===== src/rtl/bnn_param_loader.sv =====
// Nibble-stream parameter loader for the 8-8-4 BNN core: frames of sync, per-neuron
// {weight lo, weight hi, threshold} nibbles and an XOR checksum become neuron bank writes.
module bnn_param_loader #(
    parameter int         NUM_NEURONS = 20,
    parameter logic [3:0] SYNC_NIB    = 4'hA
) (
    input  logic       clk,
    input  logic       reset,
    input  logic       ena,
    input  logic       load_en,
    input  logic [3:0] nib_in,
    output logic       wr_en,
    output logic [4:0] wr_addr,
    output logic [7:0] wr_weight,
    output logic [3:0] wr_thresh,
    output logic       busy,
    output logic       done,
    output logic       err,
    output logic       params_valid
);

    localparam logic [4:0] LAST_ADDR = 5'(NUM_NEURONS - 1);

    typedef enum logic [2:0] {
        IDLE,
        W_LO,
        W_HI,
        THR,
        CHK
    } state_t;

    state_t     state;
    state_t     state_nxt;
    logic       accept;
    logic [4:0] addr_cnt;
    logic [3:0] chk_acc;
    logic [7:0] weight_buf;

    assign accept = ena && load_en;
    assign busy   = (state != IDLE);

    always_ff @(posedge clk) begin
        if (reset) begin
            state <= IDLE;
        end else begin
            state <= state_nxt;
        end
    end

    always_comb begin
        state_nxt = state;
        if (accept) begin
            case (state)
                IDLE:    state_nxt = (nib_in == SYNC_NIB) ? W_LO : IDLE;
                W_LO:    state_nxt = W_HI;
                W_HI:    state_nxt = THR;
                THR:     state_nxt = (addr_cnt == LAST_ADDR) ? CHK : W_LO;
                CHK:     state_nxt = IDLE;
                default: state_nxt = IDLE;
            endcase
        end
    end

    // Stage boundary: accepted nibble -> registered bank write and frame status
    always_ff @(posedge clk) begin
        if (reset) begin
            addr_cnt     <= '0;
            chk_acc      <= '0;
            weight_buf   <= '0;
            wr_en        <= 1'b0;
            wr_addr      <= '0;
            wr_weight    <= '0;
            wr_thresh    <= '0;
            done         <= 1'b0;
            err          <= 1'b0;
            params_valid <= 1'b0;
        end else begin
            wr_en <= 1'b0;
            done  <= 1'b0;
            if (accept) begin
                case (state)
                    IDLE: begin
                        // The sync nibble itself is not part of the checksum.
                        if (nib_in == SYNC_NIB) begin
                            addr_cnt     <= '0;
                            chk_acc      <= '0;
                            err          <= 1'b0;
                            params_valid <= 1'b0;
                        end
                    end
                    W_LO: begin
                        weight_buf[3:0] <= nib_in;
                        chk_acc         <= chk_acc ^ nib_in;
                    end
                    W_HI: begin
                        weight_buf[7:4] <= nib_in;
                        chk_acc         <= chk_acc ^ nib_in;
                    end
                    THR: begin
                        chk_acc   <= chk_acc ^ nib_in;
                        wr_en     <= 1'b1;
                        wr_addr   <= addr_cnt;
                        wr_weight <= weight_buf;
                        wr_thresh <= nib_in;
                        if (addr_cnt != LAST_ADDR) begin
                            addr_cnt <= addr_cnt + 5'd1;
                        end
                    end
                    CHK: begin
                        done <= 1'b1;
                        if (nib_in == chk_acc) begin
                            params_valid <= 1'b1;
                        end else begin
                            err <= 1'b1;
                        end
                    end
                    default: begin
                    end
                endcase
            end
        end
    end

endmodule


===== config.mk =====
export PLATFORM = sky130hd
export DESIGN_NAME = bnn_param_loader
export DESIGN_NICKNAME = d
export VERILOG_FILES = /design/src/rtl/bnn_param_loader.sv
export SDC_FILE = /design/constraint.sdc
export NUM_CORES = 1
export LEC_CHECK = 0
export CORE_ASPECT_RATIO = 1.4
export CORE_MARGIN = 2
export CORE_UTILIZATION = 51
export DETAILED_ROUTE_END_ITERATION = 8
export PLACE_DENSITY = 0.78
export SLEW_MARGIN = 20
export SYNTH_ARGS = -nofsm -noshare
export SYNTH_HDL_FRONTEND = slang
export SYNTH_SLANG_ARGS = --single-unit

===== constraint.sdc =====
create_clock -name clk -period 1.7 [get_ports clk]
set_input_delay 0.51 -clock clk [delete_from_list [all_inputs] [get_ports clk]]
set_output_delay 0.51 -clock clk [all_outputs]
set_load 0.01 [all_outputs]

# Word level (Yosys, flattened, before mapping)
# Index checks and enable logic that the tools add are counted.
[classes]
n_mux = 15
order_cmp = 0
bitwise_logic = 2
shift = 0
eq_ne = 12
reduce_logical = 15
n_div = 0
n_mul = 0
addsub = 1
[op_table]
columns = ["cell", "count"]
rows = [
  ["$pmux 3 s4", 1],
  ["$reduce_and 4->1", 3],
  ["$mux 5", 2],
  ["$pmux 5 s2", 1],
  ["$ne 2x2->1 const B", 4],
  ["$pmux 4 s2", 1],
  ["$eq 3x2->1 const B", 2],
  ["$mux 1", 6],
  ["$reduce_and 2->1", 3],
  ["$reduce_bool 2->1", 3],
  ["$add 5x1->5 const B", 1],
  ["$eq 5x5->1 const B", 1],
  ["$ne 5x5->1 const B", 1],
  ["$eq 4x4->1", 1],
  ["$eq 4x4->1 const B", 1],
  ["$mux 4", 1],
  ["$pmux 1 s2", 2],
  ["$xor 4x4->4", 1],
  ["$eq 3x1->1 const B", 1],
  ["$eq 3x3->1 const B", 1],
  ["$logic_not 3->1", 1],
  ["$mux 3", 1],
  ["$reduce_and 3->1", 1],
  ["$reduce_bool 3->1", 1],
  ["other kinds (4)", 4],
]
[totals]
n_memories = 0
mem_bits_ro = 0
latchBits = 0
ram_bits = 0
reg_bits = 41
output_inout_bits = 22

# Longest topological paths before layout
# Gate-level depths: netlist of run 1.
[logic_depth]
word_depth = 4
ltp_mapped = 6

# Worst setup path before layout of run 1
# No wires, ideal clock.
[synth_timing]
path_kind = "register to register"
start = "register addr_cnt[0]"
end = "register addr_cnt[2]"
synth_period_minus_slack_ns = 1.489
arrival_ns = 1.419
setup_time_ns = 0.070
path_stages_with_launch = 6
path_buffers = 0
slack_ns = 0.211
cell_sequence = "dfxtp_1 > ha_1 > and4bb_2 > a2bb2oi_2 > or3_1 > a21oi_1"
[synth_via]
elab_chain_len = 3
[synth_lines]
columns = ["element", "line", "source"]
rows = [
  ["start, declared", "35", "logic [4:0] addr_cnt;"],
  ["start signal, assigned", "106", "addr_cnt <= addr_cnt + 5'd1;"],
  ["$add 5x1->5 or $ne 5x5->1 (tied branches)", "106, 105", ""],
  ["$mux 5 or $ne 2x2->1 (tied branches)", "n/a", ""],
  ["$pmux 5 s2 or $reduce_and 4->1 (tied branches)", "n/a", ""],
]
# Several ways; a longest one is shown, not always the timed one. The select of a mux whose other input is x is not followed.
# A chain may end at the register's enable or synchronous reset.

# Worst setup path in the final report of run 1
[layout_timing]
start = "register addr_cnt[0]"
end = "register addr_cnt[4]"
# Same word-level chain as after synthesis.

==> qor.yml, run 1 <==
p_sw_frac: 0.217
finalHoldViolations: 0
ys.flop_type: "dfxtp_1"
cp.arrival_ns: 1.91
synth_warnings: 0
skew_ns: 0.00972
yosysSeqAreaShare: 0.479
grt_pass1_vias: 1522
cts_buffer_depth: 2
dp_hpwl_microns: 2950
design.core.area_sq_mm: 0.00315
cp_max_fo: 8
clock_sinks: 41
final_common_cell: "nand2_1"
viasPerCell: 5.51
drive_gt1_frac: 0.168
critPathLaunchType: "flop"
status: "finished clean"
final_cell_mix: "41 x nand2_1, 40 x dfxtp_1, 29 x a21oi_1"
antenna_cells: 0
grt_pass1_wl_microns: 6600
dpl.cell_count: 278
gp_congestion: 0.851
synth.distinct_cells: 33
fin_crit_ns: 1.68
root_buffer: "clkbuf_8"
area_growth_pct: 37.6
p_switching_uw: 416
hold_buffers: 0
p_int_mw: 1.50
min_path_type: "reg2reg"
pwr-share-comb: 0.064
fp.dieW_microns: 53.0
cts_tree: "done"
io_pins: 30
drt_iter0_drc: 44
clockPowerShare: 0.431
finalSetupViolations: 0
crit_path_max_incr_delay_ns: 0.37
max_slew.worst_pin.slew_ns: 0.315
max_cap_violations: 0
synth_nets: 211
cts_buffers: 5
grt_max_degree: 19
cp-end-kind: "flop"
port_buffers: 29
crit_chain: "ha_1, and4bb_2, a2bb2oi_4, or3_4, a21oi_2"
fmax_mhz: 595
postPlaceCellArea_sq_mm: 0.00217
antenna_found_initial: 0
first_pass_iters: 4
htreeDepth: 2
ys_ff_latch: 41
drc: 0
power_density_mw_per_mm2: 811
dieArea_sq_mm: 0.00385
crit_slowest_cell: "dfxtp_1"
fin_crit_sh: 0.988
pre_cts_ws_ns: -0.456
fin_cells: 289
wl_per_cell_microns: 14.3
clk_pin_slew_ns: 0.08
ir_drop_uv: 890
clkLatencyLatePin_ns: 0.30
slew-limit-headroom: 0.790
drt_wl_total_microns: 4130
initial_core_util: 0.544
required_ns: 1.93
final_area_sq_mm: 0.00236
synth_cells: 202
synthArstFlopShare: 0
syn_area_sq_mm: 0.00171
fin_nets: 258
p_leak_nw: 1.08
row_count: 24
syn-mean-instance-area_sq_um: 8.49
finalPower_mw: 1.91
vias: 1592
grt_overflow_total: 0
grt_use_total: 0.236
power.share.sequential: 0.505
synth_edf_count: 0
die_h_microns: 72.6
finalMaxSlewViolations: 0
path_class: "reg2reg"
worst_slack_ns: 0.0197
ant_nets: 0
-- power groups by stage --
stage               logic, mW  registers, mW  clock network, mW
global route            0.134          0.966              0.868
global placement        0.113          0.988                  0
detailed placement      0.118          0.988                  0
CTS                     0.120          0.966              0.840
floorplan              0.0570          0.988                  0
finish                  0.123          0.966              0.824
-- final cells by class --
class                           instances  area (sq um)
Timing Repair Buffer                   51           504
Clock buffer                            6          82.6
Clock inverter                          2          37.5
Multi-Input combinational cell        148           856
Tap cell                               39          48.8
Sequential cell                        41           822
Fill cell                             241           795
Inverter                                2          7.51
-- flip-flops by register name, summed over array words and instances (netlist names) --
name / flops
chk_acc: 4
addr_cnt: 5
wr_thresh: 4
params_valid: 1
wr_en: 1
wr_addr: 5
wr_weight: 8
done: 1
state: 3
err: 1
weight_buf: 8
-- worst max-delay path: cells and delay by family, from the launching register on --
kind | cells | cell delay, ns
DFF | 1 | 0.37
AOI/OAI and AO/OA | 2 | 0.33
adders and majority gates | 1 | 0.26
and+or+nand+nor | 2 | 0.65
-- cells in the mapped netlist, drive strengths merged, types with 3 or more instances --
library cell,number,area [sq um]
dfxtp,41,821
nand2,41,154
a21oi,30,150
nor2,18,72.6
o21ai,12,60.1
mux2i,8,80.1
buf,6,32.5
nor3b,6,56.3
clkbuf,5,18.8
or3,5,31.3
nand2b,3,18.8
nand3,3,20.0
nor2b,3,18.8
xnor2,3,26.3
-- logic make-up (layout without fill, tap and decap cells) --
kind of cell,after synthesis,count (layout),share of synthesized area
AND/OR/NAND/NOR,89,89,0.267
AO/OA/AOI/OAI,47,47,0.150
flip-flops,41,41,0.479
buffers and inverters,13,61,0.0343
multiplexers,8,8,0.0467
XOR/XNOR,3,3,0.0153
adder cells (fa/ha/maj),1,1,0.00730
-- per-stage QoR --
stage / util / setup TNS (ns) / hold slack [ns]
2_1_floorplan: - / 0 / 0.431
3_3_place_gp: 0.688 / -8.89 / 0.438
3_5_place_dp: 0.688 / -11.63 / 0.438
4_1_cts: 0.727 / 0 / 0.449
5_1_grt: 0.748 / -0.0580 / 0.479
6_report: 0.748 / 0 / 0.444
-- per-layer routing --
| layer | track usage | part of all wire |
|---|---|---|
| met2 | 0.407 | 0.53 |
| met5 | 0 | 0 |
| met4 | 0.140 | 0.028 |
| met1 | 0.247 | 0.40 |
| met3 | 0.0676 | 0.038 |
-- timing repair --
item | 4_1_cts | 5_1_grt
cloned | 0 | 0
buffers inserted | 2 | 1
setup endpoints to repair | 17 | 25
gates resized for setup | 14 | 18
endpoints found under the hold margin | 0 | 0
pin swaps | 5 | 7
-- final timing paths --
path | slack, ns | startpoint | cells past startpoint | end
min reg2reg | 0.44 | err | 2 | err
max reg2reg | 0.02 | addr_cnt[0] | 5 | addr_cnt[4]
min | 0.44 | err | 2 | err
max | 0.02 | addr_cnt[0] | 5 | addr_cnt[4]
Power figures use the tool's default switching activity.
==> inputs of run 2 (changes only) <==
- CORE_UTILIZATION: 51 -> 55
- PLACE_DENSITY: 0.78 -> 0.83
- clock period: 1.7 -> 1.95 ns (I/O delays scaled with it)
==> run 2 against run 1 <==
Sequential power down 13%. Clock skew down 0.0059 ns. Via count down 3.1%. Critical endpoint is now busy.
==> qor.yml, run 2 (synthesized netlist as in run 1, its figures left out) <==
worstSetupStartpoint: "state[0]"
root_buffer: "clkbuf_8"
cp-end-kind: "primary output"
drive_gt1_frac: 0.135  # -0.0333
top_usage_layer: "met2"
dieArea_sq_mm: 0.00359  # -6.8%
finalHoldViolations: 0  # unchanged
crit_path_max_incr_delay_ns: 0.47  # +0.10 ns
drt_wl_total_microns: 3850  # -6.8%
wl_per_cell_microns: 13.6  # -5.2%
clock_sinks: 41  # unchanged
p_leak_nw: 0.768  # -29%
crit_chain: "nor2_1, nand2_1, clkdlybuf4s50_1"
cts_buffer_depth: 2  # unchanged
io_pins: 30  # unchanged
htreeDepth: 2  # unchanged
min_path_type: "reg2reg"
final_cell_mix: "41 x nand2_1, 41 x dfxtp_1, 30 x a21oi_1"
grt_pass1_vias: 1527  # +0.33%
first_pass_iters: 4  # unchanged
skew_ns: 0.00381  # -0.00591 ns
path_class: "reg2out"
area_growth_pct: 32.9
status: "finished clean"
fin_crit_sh: 0.959
grt_use_total: 0.244  # +0.00790
grt_max_degree: 33  # +14
finalMaxSlewViolations: 0  # unchanged
fin_setup_tns_ns: 0  # unchanged
drc: 0  # unchanged
critPathLaunchType: "flop"
design.core.area_sq_mm: 0.00303  # -3.8%
postPlaceCellArea_sq_mm: 0.00217  # +0.23%
cts_buffers: 5  # unchanged
antenna_found_initial: 0  # unchanged
crit_slowest_cell: "clkdlybuf4s50_1"
grtUsageMet3: 0.0769  # +0.00930
hold_buffers: 0  # unchanged
cp_max_fo: 2  # -6
vias: 1542  # -3.1%
drt_iter0_drc: 28  # -36%
fillers: 232  # -3.7%
ff2ff_setup_slack_ns: 0.25  # +0.23 ns
fp.dieW_microns: 51.2  # -3.4%
clk_pin_slew_ns: 0.07  # about the same
cts_resized: 0  # -14
final_area_sq_mm: 0.00228  # -3.4%
fin_crit_ns: 1.87
power_density_mw_per_mm2: 699  # -14%
row_count: 24  # unchanged
initial_core_util: 0.565  # +0.0215
viasPerCell: 5.43  # -1.4%
grt.met2_usage: 0.431  # +0.0245
r2r_start: "addr_cnt[0]"
fmax_mhz: 535
finalPower_mw: 1.59  # -17%
max_slew.worst_pin.slew_ns: 0.322  # +0.00703 ns
gp_congestion: 0.819  # -3.8%
antenna_cells: 0  # unchanged
grt.met1_usage: 0.254  # +0.00779
grt_overflow_total: 0  # unchanged
cts_setup_buffers: 0  # -2
port_buffers: 29  # unchanged
cts_tree: "done"
ant_nets: 0  # unchanged
cp.arrival_ns: 1.28  # -0.63 ns
slew-limit-headroom: 0.785  # -0.00465
rsz0062_at_grt: "false"
finalSetupViolations: 0  # unchanged
ir_drop_uv: 683  # -23%
worstHoldStart: "err"
final_core_util: 0.751  # +0.00322
fin_nets: 254  # -1.6%
max_cap_violations: 0  # unchanged
grt_pass1_wl_microns: 6520  # -1.3%
required_ns: 1.36  # -0.57 ns
clkLatencyLatePin_ns: 0.29  # about the same
reg_top3: "weight_buf: 8 flops, wr_weight: 8 flops"
dp_hpwl_microns: 2770  # -6.2%
die_h_microns: 70.1  # -3.5%
## run 2: changes by cell type in the layout (fill, tap and decap cells not counted), sizes merged
| cell | delta |
|---|---|
| clkbuf | -1 |
| clkdlybuf4s50 | +26 |
| dlygate4sd2 | -12 |
| dlymetal6s2s | -14 |
| clkinvlp | -1 |
| buf | -4 |
| clkinv | +1 |
## run 2: report_power, final
part	leakage (nW)	internal (mW)	total, mW	switching, mW
Combinational	0.384	0.0486	0.104	0.0550
Clock	0.0540	0.372	0.648	0.276
Sequential	0.330	0.840	0.842	0.00231
Total	0.768	1.26	1.59	0.333
## run 2: path summary, 6_finish.rpt
path | to | depth (start not counted)
hold reg to reg | err | 2
setup / recovery | busy | 3
hold / removal | err | 2
setup reg to reg | addr_cnt[1] | 6
## run 2: layout make-up
| type | instances | area, sq um | area share |
|---|---|---|---|
| clock inverters | 2 | 35.0 | 0.0154 |
| repair buffers | 47 | 463 | 0.203 |
| clock buffers | 5 | 68.8 | 0.0302 |
| inverters | 2 | 7.51 | 0.00329 |
| well taps | 39 | 48.8 | 0.0214 |
| multi-input cells | 148 | 835 | 0.366 |
| flip-flops and latches | 41 | 821 | 0.360 |
## run 2: stage by stage
step	setup WS, ns	cells	hold slack (ns)
after floorplan	0.389	202	0.431
after global placement	-0.147	277	0.437
after detailed placement	-0.183	277	0.441
after CTS	0.0612	284	0.454
after global routing	0.00499	284	0.473
final	0.0808	284	0.449
## run 2: worst max-delay path, delay by kind of cell (launching register included)
kind	cells	cell delay, ns
buffers and inverters	1	0.47
and+or+nand+nor	2	0.21
DFF	1	0.31
## run 2: metal layers
layer  up-vias  share of wire
li1        773              -
met1       720           0.38
met2        41           0.55
met3         8          0.045
met4         0          0.025
met5         -              0
==> inputs of run 3 (changes only) <==
- CORE_UTILIZATION: 55 -> 60
- CTS_BUF_LIST: default -> sky130_fd_sc_hd__clkbuf_16
- DONT_BUFFER_PORTS: default -> 1
- PLACE_DENSITY: 0.83 -> 0.76
==> run 3 against run 2 <==
Sequential power grew 0.5%. Critical endpoint unchanged. Non-clock buffer count is 44 lower. Cell count fell by 17%. Power grew 3.9%. Register-to-register slack better by 0.05 ns.
==> qor.yml, run 3 (synthesized netlist as in run 1, its figures left out) <==
fin_setup_tns_ns: 0  # unchanged
row_count: 22  # -8.3%
hold_buffers: 0  # unchanged
cp_max_fo: 10  # +8
cts_buffers: 5  # unchanged
dp_hpwl_microns: 2450  # -12%
crit_slowest_cell: "dfxtp_1"
drive_gt1_frac: 0.0846  # -0.0501
clkLatencyLatePin_ns: 0.28  # about the same
drc: 0  # unchanged
crit_path_max_incr_delay_ns: 0.54  # +0.07 ns
finalSetupViolations: 0  # unchanged
finalHoldViolations: 0  # unchanged
vias: 1378  # -11%
critPathLaunchType: "flop"
skew_ns: 0.00204  # -0.00177 ns
fin_nets: 210  # -17%
drt_wl_total_microns: 3420  # -11%
area_growth_pct: 8.91
finalMaxSlewViolations: 0  # unchanged
reg_top3: "weight_buf: 8 flops, wr_weight: 8 flops"
fillers: 233  # +0.43%
slew-limit-headroom: 0.749  # -0.0366
whs_path_depth: 1  # -1
first_pass_iters: 4  # unchanged
initial_core_util: 0.642  # +0.0768
fp.dieW_microns: 49.2  # -3.9%
power_density_mw_per_mm2: 887  # +27%
critPathTopFamily: "flip-flops"
port_buffers: 0  # -100%
cp-end-kind: "primary output"
dieArea_sq_mm: 0.00331  # -7.8%
clock_sinks: 41  # unchanged
finalPower_mw: 1.66  # +3.9%
status: "finished clean"
required_ns: 1.36  # about the same
min_path_type: "in2reg"
grt_pass1_vias: 1374  # -10%
final_cell_mix: "41 x nand2_1, 41 x dfxtp_1, 30 x a21oi_1"
cts_buffer_depth: 2  # unchanged
dpl.cell_count: 230  # -17%
die_h_microns: 67.2  # -4.0%
crit_buf_inv: 0  # -1
cts_resized: 0  # unchanged
clk_pin_slew_ns: 0.06  # about the same
grt_max_degree: 36  # +9.1%
cp_num_cells: 2  # -1
max_slew.worst_pin.slew_ns: 0.377  # +0.0547 ns
ir_drop_uv: 804  # +18%
io_pins: 30  # unchanged
fin_cells: 237  # -17%
fmax_mhz: 588  # +9.9%
rsz0062_at_grt: "false"
grt_use_total: 0.236  # -0.00755
grt_overflow_total: 0  # unchanged
p_leak_nw: 0.589  # -23%
fin_crit_ns: 1.70  # -0.168 ns
antenna_found_initial: 0  # unchanged
cts_setup_buffers: 0  # unchanged
r2r_cells: 5  # -1
crit_chain: "nor2_1, nand2_1"
grt_pass1_wl_microns: 5910  # -9.3%
max_cap_violations: 0  # unchanged
path_class: "reg2out"
gp_congestion: 0.844  # +3.0%
design.core.area_sq_mm: 0.00267  # -12%
viasPerCell: 5.81  # +7.1%
wl_per_cell_microns: 14.4  # +6.4%
antenna_cells: 0  # unchanged
htreeDepth: 2  # unchanged
drt_iter0_drc: 35  # +25%
ant_nets: 0  # unchanged
root_buffer: "clkbuf_16"
cp.arrival_ns: 1.12  # -0.16 ns
cts_tree: "done"
fin_crit_sh: 0.872  # -0.0862
[run 3: cell count changes in the layout (fill, tap and decap cells not counted)]
| cell | previous run | this run |
|---|---|---|
| clkdlybuf4s50_1 | 29 | 0 |
| buf_4 | 15 | 3 |
| clkbuf_16 | 0 | 5 |
| clkbuf_8 | 5 | 0 |
| buf_12 | 3 | 0 |
| bufinv_16 | 1 | 0 |
| clkinv_1 | 0 | 1 |
| clkinv_2 | 1 | 0 |
| clkinvlp_4 | 0 | 1 |
[run 3: per-stage QoR]
step	area, sq um	hold slack, ns	utilization	setup slack [ns]
3_5_place_dp	1730	0.443	0.648	0.254
3_3_place_gp	1730	0.439	0.648	0.312
4_1_cts	1870	0.366	0.699	0.250
6_report	1870	0.368	0.699	0.249
5_1_grt	1870	0.359	0.699	0.177
2_1_floorplan	1710	0.431	-	0.389
[run 3: worst register-to-register path, cell delays in order, from the launching register on]
cell       delay (ns)
dfxtp_1          0.35
ha_1             0.24
and4bb_2         0.26
a2bb2oi_2        0.21
or3_1            0.37
a21oi_1          0.14
[run 3: metal layers]
layer / vias to the layer above / wire (microns) / track usage
met5: - / 0 / 0
met2: 33 / 1790 / 0.431
met3: 11 / 210 / 0.0885
met4: 0 / 77 / 0.121
li1: 686 / - / -
met1: 648 / 1340 / 0.233
[run 3: worst paths after layout]
path	from	endpoint	slack, ns
setup / recovery	state[1]	busy	0.25
hold / removal	reset	wr_addr[3]	0.37
setup reg to reg	addr_cnt[0]	addr_cnt[4]	0.30
hold reg to reg	weight_buf[0]	wr_weight[0]	0.46
[run 3: layout make-up]
type | count | area, sq um | share of cell area
Clock inverter | 2 | 11.3 | 0.00603
Inverter | 2 | 7.51 | 0.00402
Timing Repair Buffer | 3 | 22.5 | 0.0121
Multi-Input combinational cell | 148 | 835 | 0.447
Clock buffer | 5 | 125 | 0.0670
Sequential cell | 41 | 821 | 0.440
Tap cell | 36 | 45.0 | 0.0241
[run 3: where the power goes]
| part | internal (mW) | switching [mW] |
|---|---|---|
| clock network | 0.461 | 0.304 |
| logic | 0.0188 | 0.0249 |
| registers | 0.841 | 0.00506 |
| total | 1.32 | 0.334 |
